--- src/rtl/alu_exec_pkg.sv ---
// Shared definitions for the alu_exec block: FSM state encoding, ALU op codes,
// operand-B shift codes and the shift helper.
// Build option: ALU_EXEC_SHIFTER_EN enables the operand-B shifter helper.
package alu_exec_pkg;

    typedef enum logic [2:0] {
        ST_WAIT  = 3'd0,
        ST_GETA  = 3'd1,
        ST_GETB  = 3'd2,
        ST_EXEC  = 3'd3,
        ST_WRITE = 3'd4
    } state_t;

    localparam logic [1:0] ADD  = 2'b00;
    localparam logic [1:0] SUB  = 2'b01;
    localparam logic [1:0] AND  = 2'b10;
    localparam logic [1:0] NOTB = 2'b11;

    localparam logic [1:0] SH_NONE = 2'b00;
    localparam logic [1:0] SH_LSL  = 2'b01;
    localparam logic [1:0] SH_LSR  = 2'b10;
    localparam logic [1:0] SH_ASR  = 2'b11;

`ifdef ALU_EXEC_SHIFTER_EN
    function automatic logic [15:0] shift_b(input logic [15:0] b, input logic [1:0] code);
        logic [15:0] r;
        case (code)
            SH_LSL:  r = {b[14:0], 1'b0};
            SH_LSR:  r = {1'b0, b[15:1]};
            SH_ASR:  r = {b[15], b[15:1]};
            default: r = b;
        endcase
        return r;
    endfunction
`endif

endpackage

--- src/rtl/alu.sv ---
// Existing 16-bit ALU: add, subtract, and, invert-B; Z flags a zero result.
module alu (
    input  logic [15:0] ain,
    input  logic [15:0] bin,
    input  logic [1:0]  alu_op,
    output logic [15:0] out,
    output logic        z
);

    // Result select; carry-out is dropped, arithmetic wraps at 16 bits.
    always_comb begin
        case (alu_op)
            2'b00:   out = ain + bin;
            2'b01:   out = ain - bin;
            2'b10:   out = ain & bin;
            default: out = ~bin;
        endcase
    end

    assign z = (out == 16'd0);

endmodule

--- src/rtl/regfile8x16.sv ---
// Eight 16-bit registers: one synchronous write port, two combinational reads.
module regfile8x16 (
    input  logic        clk,
    input  logic        reset,
    input  logic        we,
    input  logic [2:0]  w_num,
    input  logic [15:0] w_data,
    input  logic [2:0]  ra_num,
    output logic [15:0] ra_data,
    input  logic [2:0]  rb_num,
    output logic [15:0] rb_data
);

    logic [15:0] regs [8];

    // Storage: synchronous clear on active-low reset, else single write.
    always_ff @(posedge clk) begin
        if (!reset) begin
            for (int i = 0; i < 8; i++) regs[i] <= 16'd0;
        end else if (we) begin
            regs[w_num] <= w_data;
        end
    end

    assign ra_data = regs[ra_num];
    assign rb_data = regs[rb_num];

endmodule

--- src/rtl/alu_exec.sv ---
// Multi-cycle execute unit: fetch A, fetch B, run the ALU, write back to R[rd].
// Build option: ALU_EXEC_SHIFTER_EN adds the operand-B shifter; without it Bs = B.
//
// state    | meaning
// ---------+----------------------------------------------------------
// ST_WAIT  | idle, w=1; external writes accepted, s starts an operation
// ST_GETA  | load A from R[rn]
// ST_GETB  | load B from R[rm]
// ST_EXEC  | load C and status from the ALU
// ST_WRITE | done=1; R[rd] <= C
module alu_exec
    import alu_exec_pkg::*;
(
    input  logic        clk,
    input  logic        reset,
    input  logic        s,
    input  logic [1:0]  op,
    input  logic [2:0]  rd,
    input  logic [2:0]  rn,
    input  logic [2:0]  rm,
    input  logic [1:0]  shift,
    input  logic        wr_en,
    input  logic [2:0]  wr_num,
    input  logic [15:0] wr_data,
    input  logic [2:0]  rd_num,
    output logic [15:0] rd_data,
    output logic        w,
    output logic        done,
    output logic [2:0]  status,
    output logic [15:0] c_out
);

    state_t      state, next_state;
    logic [1:0]  op_q;
    logic [2:0]  rd_q, rn_q, rm_q;
    logic [15:0] a_q, b_q, c_q;
    logic [15:0] bs, alu_res, op_data;
    logic        alu_z, v_flag;
    logic        capture, load_a, load_b, load_c;
    logic        rf_we;
    logic [2:0]  rf_wnum, op_num;
    logic [15:0] rf_wdata;

    // State register.
    always_ff @(posedge clk) begin
        if (!reset) state <= ST_WAIT;
        else        state <= next_state;
    end

    // Next-state decode and per-state control strobes.
    always_comb begin
        next_state = state;
        w          = 1'b0;
        done       = 1'b0;
        capture    = 1'b0;
        load_a     = 1'b0;
        load_b     = 1'b0;
        load_c     = 1'b0;
        case (state)
            ST_WAIT: begin
                w       = 1'b1;
                capture = s;
                if (s) next_state = ST_GETA;
            end
            ST_GETA: begin
                load_a     = 1'b1;
                next_state = ST_GETB;
            end
            ST_GETB: begin
                load_b     = 1'b1;
                next_state = ST_EXEC;
            end
            ST_EXEC: begin
                load_c     = 1'b1;
                next_state = ST_WRITE;
            end
            ST_WRITE: begin
                done       = 1'b1;
                next_state = ST_WAIT;
            end
            default: next_state = ST_WAIT;
        endcase
    end

`ifdef ALU_EXEC_SHIFTER_EN
    logic [1:0] shift_q;

    // Shift code travels with the rest of the captured command.
    always_ff @(posedge clk) begin
        if (!reset)       shift_q <= SH_NONE;
        else if (capture) shift_q <= shift;
    end

    assign bs = shift_b(b_q, shift_q);
`else
    logic shift_unused;
    assign shift_unused = ^shift;
    assign bs           = b_q;
`endif

    // Command capture and A/B/C/status datapath registers.
    always_ff @(posedge clk) begin
        if (!reset) begin
            op_q   <= ADD;
            rd_q   <= 3'd0;
            rn_q   <= 3'd0;
            rm_q   <= 3'd0;
            a_q    <= 16'd0;
            b_q    <= 16'd0;
            c_q    <= 16'd0;
            status <= 3'b000;
        end else begin
            if (capture) begin
                op_q <= op;
                rd_q <= rd;
                rn_q <= rn;
                rm_q <= rm;
            end
            if (load_a) a_q <= op_data;
            if (load_b) b_q <= op_data;
            if (load_c) begin
                c_q    <= alu_res;
                status <= {alu_res[15], v_flag, alu_z};
            end
        end
    end

    // Signed overflow only has meaning for add and subtract.
    always_comb begin
        case (op_q)
            ADD:     v_flag = (a_q[15] == bs[15]) && (alu_res[15] != a_q[15]);
            SUB:     v_flag = (a_q[15] != bs[15]) && (alu_res[15] != a_q[15]);
            default: v_flag = 1'b0;
        endcase
    end

    alu u_alu (
        .ain    (a_q),
        .bin    (bs),
        .alu_op (op_q),
        .out    (alu_res),
        .z      (alu_z)
    );

    // Writeback owns the write port in WRITE; the external port only in WAIT.
    assign rf_we    = (state == ST_WRITE) || ((state == ST_WAIT) && wr_en);
    assign rf_wnum  = (state == ST_WRITE) ? rd_q : wr_num;
    assign rf_wdata = (state == ST_WRITE) ? c_q  : wr_data;
    assign op_num   = (state == ST_GETA)  ? rn_q : rm_q;

    regfile8x16 u_rf (
        .clk     (clk),
        .reset   (reset),
        .we      (rf_we),
        .w_num   (rf_wnum),
        .w_data  (rf_wdata),
        .ra_num  (rd_num),
        .ra_data (rd_data),
        .rb_num  (op_num),
        .rb_data (op_data)
    );

    assign c_out = c_q;

endmodule
--- config.mk ---
export PLATFORM = sky130hd
export DESIGN_NAME = alu_exec
export DESIGN_NICKNAME = d
export VERILOG_FILES = /design/src/rtl/alu_exec_pkg.sv /design/src/rtl/alu.sv /design/src/rtl/regfile8x16.sv /design/src/rtl/alu_exec.sv
export SDC_FILE = /design/constraint.sdc
export NUM_CORES = 1
export LEC_CHECK = 0
export BUFFER_PORTS_ARGS = -buffer_cell sky130_fd_sc_hd__buf_4
export CORE_ASPECT_RATIO = 1.75
export CORE_MARGIN = 2
export CORE_UTILIZATION = 50
export CTS_CLUSTER_SIZE = 40
export DETAILED_ROUTE_END_ITERATION = 7
export GPL_TIMING_DRIVEN = 0
export PLACE_DENSITY = 0.77
export RECOVER_POWER = 25
export SLEW_MARGIN = 20
export SYNTH_ARGS = -nofsm -noshare
export SYNTH_HDL_FRONTEND = slang
export SYNTH_SLANG_ARGS = --single-unit
--- constraint.sdc ---
create_clock -name clk -period 3.95 [get_ports clk]
set_clock_uncertainty 0.15 [all_clocks]
set_input_delay 0.79 -clock clk [delete_from_list [all_inputs] [get_ports clk]]
set_output_delay 0.79 -clock clk [all_outputs]
set_load 0.02 [all_outputs]
* After elaboration in Yosys (flattened, before gate mapping) *
Memories as Yosys holds them, arrays and structs flattened.
Cells that the tools add are included.

storage, ports and cells
  register bits after elaboration = 65
  bits in writable memories = 128
  input bits = 39
  word-level logic and storage cells = 52
  memories = 1

operators by class
  $add $sub $neg = 2
  equal/unequal tests = 10
  mux-type cells = 20
  bitwise logic cells = 2
  reductions and logical operators = 8

memories
  name       words  bits a word  rd ports  clocked after memory_dff  wr ports  RTL line           text
  u_rf.regs  8      16           2         0                         8         regfile8x16.sv:14  logic [15:0] regs [8];

operators by type and width
  kind                count
  $pmux 16 s3         1
  $mux 16             2
  $add 16x16->16      1
  $and 16x16->16      1
  $logic_not 16->1    1
  $not 16->16         1
  $reduce_or 16->1    1
  $sub 16x16->16      1
  $mux 3              4
  $pmux 3 s4          1
  $mux 1              11
  $eq 3x2->1 const B  2
  $eq 3x1->1 const B  1
  $eq 3x3->1 const B  1
  $logic_and 1x1->1   3
  $logic_not 3->1     1
  $eq 2x1->1 const B  1
  $eq 2x2->1 const B  1
  $logic_not 2->1     1
  $ne 1x1->1          2
  $ne 2x2->1 const B  1
  $pmux 1 s2          1
  $eq 1x1->1          1
  $logic_or 1x1->1    1

* Depth between registers and ports, before layout *
  depth in word-level cells = 8
  depth in mapped cells = 16
  mapped depth without buffers = 16

* Hierarchy *
From an unflattened synthesis, not the netlist that was laid out.

unflattened totals
  cells, all modules = 995
  area, all modules = 11,394.7 sq um

by module, submodules not included
  module       times used  cells each  area an instance (sq um)  seq. area each (sq um)
  regfile8x16  1           430         6,876.6                   3,843.7
  alu_exec     1           320         2,786.4                   1,281.2
  alu          1           245         1,731.7                   0.0

* Least setup slack after synthesis *
OpenSTA, ideal clock, no wires.

  path type = flip-flop to flip-flop
  from = register op_q[0]
  to = register status[1]
  library setup time = 70 ps
  arrival = 3,370 ps
  setup slack = 360 ps
  stages on the path, launching flop included = 17
  path buffers = 2
  period minus slack after synthesis = 3,590 ps
  path through = dfxtp_1 -> inv_2 -> clkbuf_1 -> clkbuf_1 -> nor2_1 -> nor2_1 -> a21oi_1 -> xor2_1 -> ha_1 -> a211o_1 -> a21oi_2 -> o2111ai_1 -> o2bb2ai_2 -> xnor2_2 -> xnor2_1 -> or4_1 -> a21oi_1

on the way
  longest elaborated chain between the ends = 5
  elaborated cells on any way between the ends = 8
  classes of those cells = eq/ne (3); mux (2); reduce/logical (3)

ends and longest elaborated chain
  item                                      RTL line                          text
  start, declared                           alu_exec.sv:34                    logic [1:0] op_q;
  start signal, assigned                    alu_exec.sv:114                   op_q <= op;
  $eq 2x2->1, or another cell as far along  alu.sv:12                         case (alu_op)
  $pmux 16 s3                               alu.sv:12
  $ne 1x1->1                                alu_exec.sv:131, alu_exec.sv:132
  $logic_and 1x1->1 (on tied branches)      alu_exec.sv:132, alu_exec.sv:131
  $pmux 1 s2 (*)                            alu_exec.sv:130                   case (op_q)
  end signal, assigned                      alu_exec.sv:123                   status <= {alu_res[15], v_flag, alu_z};
  end, declared                             alu_exec.sv:29                    output logic [2:0] status,

Mark *: on every way between the ends. The rest lies on a longest branch, timed or not.
A chain may end at the register's enable or synchronous reset.

* Final worst setup path *
  from = input port rd_num[1]
  to = output port rd_data[10]

on the way
  longest elaborated chain between the ends = 1

ends and longest elaborated chain
  item             RTL line        text
  start, declared  alu_exec.sv:25  input logic [2:0] rd_num,
  $mem_v2 8x16     --
  end, declared    alu_exec.sv:26  output logic [15:0] rd_data,

No other way between the ends.

==> impl_metrics.ini <==
[route]
wirelength_um = 28800
vias = 7815
wl_per_cell_um = 22.9
vias_per_cell = 6.20
postRouteAntennaNets = 0
drt_iter0_drc = 573
drtPass1Iterations = 5
drc = 0

[floorplan]
die_w_um = 113
core-area_um2 = 20700
rows = 70
die_h_um = 195
die-area_um2 = 22100
pin_count = 76
start_util = 0.506

[timing]
hold_violations = 0
max_clock_freq_mhz = 262
finalCritPeriodShare = 0.967
worstMarginPinSlew_ns = 0.885
slew_violations = 0
setup_viol = 0
holdWs_ns = 0.311
rsz0062_at_grt = yes
period_minus_slack_ns = 3.82
worst_slack_ns = 0.130
relSlewSlack = 0.393

[yosys]
dominantRegCellSynth = edfxtp_1
yosys_warnings = 0
ys_top_cells_by_area = edfxtp_1 37%, mux4_2 14%, dfxtp_1 12%, nor2_1 7.1%, mux2i_1 3.7%
synth_nets = 967
ys_types = 67
synth_seq_area_share = 0.490
ys_seq_elements = 192
syn_inst = 909
syn_avg_cell_area_um2 = 11.5
async_flop_share = 0
synth_top_area_frac = 0.368
netlist_area_um2 = 10500
synth-edff-count = 128
yosysTopAreaCell = edfxtp_1

[place]
place_area_um2 = 11300
post-place-ws_ns = -0.466
place_hpwl_um = 22500
port_buffers = 70
gp_congestion = 0.904

[global_route]
grt_pass1_vias = 8081
grt_max_degree = 22
antenna_found_initial = 0
grt_usage = 0.268
grt_pass1_wl_um = 44700
grt_overflow = 0

[cells_and_area]
mostFrequentLayoutCell = nor2_1
nFillCells = 1711
drive_above_1_share = 0.202
diodes = 0
fin_nets = 1054
final_area_um2 = 11800
area_delta_synth_final_pct = 13.3
final_cell_mix = 195 x nor2_1, 128 x edfxtp_1, 70 x nand2_1

[power]
p_total_mw = 6.57
p_sw_frac = 0.355
power.internal_mw = 4.24
power.density_nw_per_um2 = 555
irDropWorstVdd_mv = 0.258
pwr-share-clk = 0.257
combPwrFrac = 0.375
power_leakage_nw = 4.35
p_sw_mw = 2.33
pwr-share-seq = 0.369

[clocking]
cts.clk_slew.worst_paths_ns = 0.07
clockBufferDepth = 2
cts_buffers = 17
cts_tree = built
clock_latency_ns = 0.44
cts_hold_buf = 0
cts_htree_levels = 4
cts-root-buf = clkbuf_16
cts_sinks = 192

[min_path]
hold_path.class = reg2reg
whs_path_depth = 2

[critical_path]
cp.required_ns = 3.01
start_kind = input pin
critPathCaptureType = primary output
rr_worst_depth = 8
crit_fanout = 10
critPathKind = in2out
cp.arrival_ns = 2.88

[outcome]
outcome = completed

[job]
max-cap-violations = 0
==> state kept, by name (all words and copies together), names as in the netlist <==
| register | cells |
|---|---|
| b_q | 16 |
| rd_q | 3 |
| status | 3 |
| state | 3 |
| rm_q | 3 |
| op_q | 2 |
| c_out | 15 |
| u_rf.regs | 128 |
| a_q | 16 |
| rn_q | 3 |
==> logic make-up after synthesis <==
logic type / share of synthesized area
AO/OA/AOI/OAI: 0.0939
XOR/XNOR: 0.0225
adder cells (fa/ha/maj): 0.0235
buffers and inverters: 0.0349
flip-flops: 0.490
multiplexers: 0.195
AND/OR/NAND/NOR: 0.140
==> repair_timing <==
action                                  CTS  global route
hold endpoints to repair                  0             0
pin swaps                                 0             2
endpoints found under the setup margin    7            13
resized for setup                         5            12
setup buffers                             0             2
==> routing by layer <==
metal / vias to the layer above / wire [µm] / global-route usage
li1: 3573 / - / -
met1: 3861 / 9680 / 0.274
met2: 299 / 16400 / 0.513
met3: 82 / 1230 / 0.0345
met4: 0 / 1480 / 0.146
met5: - / 0 / 0
==> critical path: stages <==
cell,delay [ns]
clkbuf_1,0.28
buf_1,0.71
mux4_2,0.63
mux2_2,0.31
buf_4,0.16
==> metrics by stage <==
stage           util  instances  TNS (ns)
3_3_place_gp   0.546       1231     -2.08
5_1_grt        0.573       1260   -0.0105
2_1_floorplan      -        909         0
6_report       0.573       1260         0
4_1_cts        0.574       1259         0
3_5_place_dp   0.546       1231     -2.09
==> worst paths after layout <==
kind | from | slack (ns) | end
setup / recovery | rd_num[1] | 0.13 | rd_data[10]
hold / removal | status[1] | 0.31 | status[1]
setup reg to reg | state[1] | 0.17 | u_rf.regs[1][2]
hold reg to reg | status[1] | 0.31 | status[1]
==> synthesized netlist by cell type (3+ instances only) <==
cell / number
nor2_1: 197
edfxtp_1: 128
nand2_1: 71
dfxtp_1: 64
mux4_2: 64
clkbuf_1: 42
a211oi_1: 41
mux2i_1: 39
a21oi_1: 34
ha_1: 18
mux2_2: 18
o21ai_0: 17
nand3_1: 15
xnor2_1: 13
xor2_1: 12
nor3_1: 11
inv_1: 6
nand2b_1: 6
nand3b_1: 6
a31oi_1: 5
buf_1: 5
buf_4: 5
buf_6: 5
nor3b_1: 5
o21ai_1: 5
a211o_1: 4
buf_2: 4
o31ai_1: 4
a21o_1: 3
a221o_1: 3
and3_1: 3
clkbuf_8: 3
inv_2: 3
nor4_1: 3
nor4b_1: 3
o211ai_1: 3
o21a_1: 3
or4_1: 3
==> power groups by stage <==
stage	Sequential [mW]	Combinational [mW]	Clock [mW]
final	2.42	2.46	1.68
after detailed placement	2.45	2.37	0
after CTS	2.41	2.40	1.69
after global placement	2.43	2.33	0
after floorplan	2.42	1.80	0
after global routing	2.44	2.68	1.76
==> final cells by class <==
class / instances / area, µm² / area share
tap: 252 / 315 / 0.0266
buffer: 60 / 308 / 0.0260
multi-input combinational: 644 / 5020 / 0.424
sequential: 192 / 5130 / 0.433
clock inverter: 14 / 141 / 0.0119
inverter: 9 / 33.8 / 0.00285
timing repair buffer: 72 / 469 / 0.0396
clock buffer: 17 / 425 / 0.0359
(Power assumes the default switching activity.)
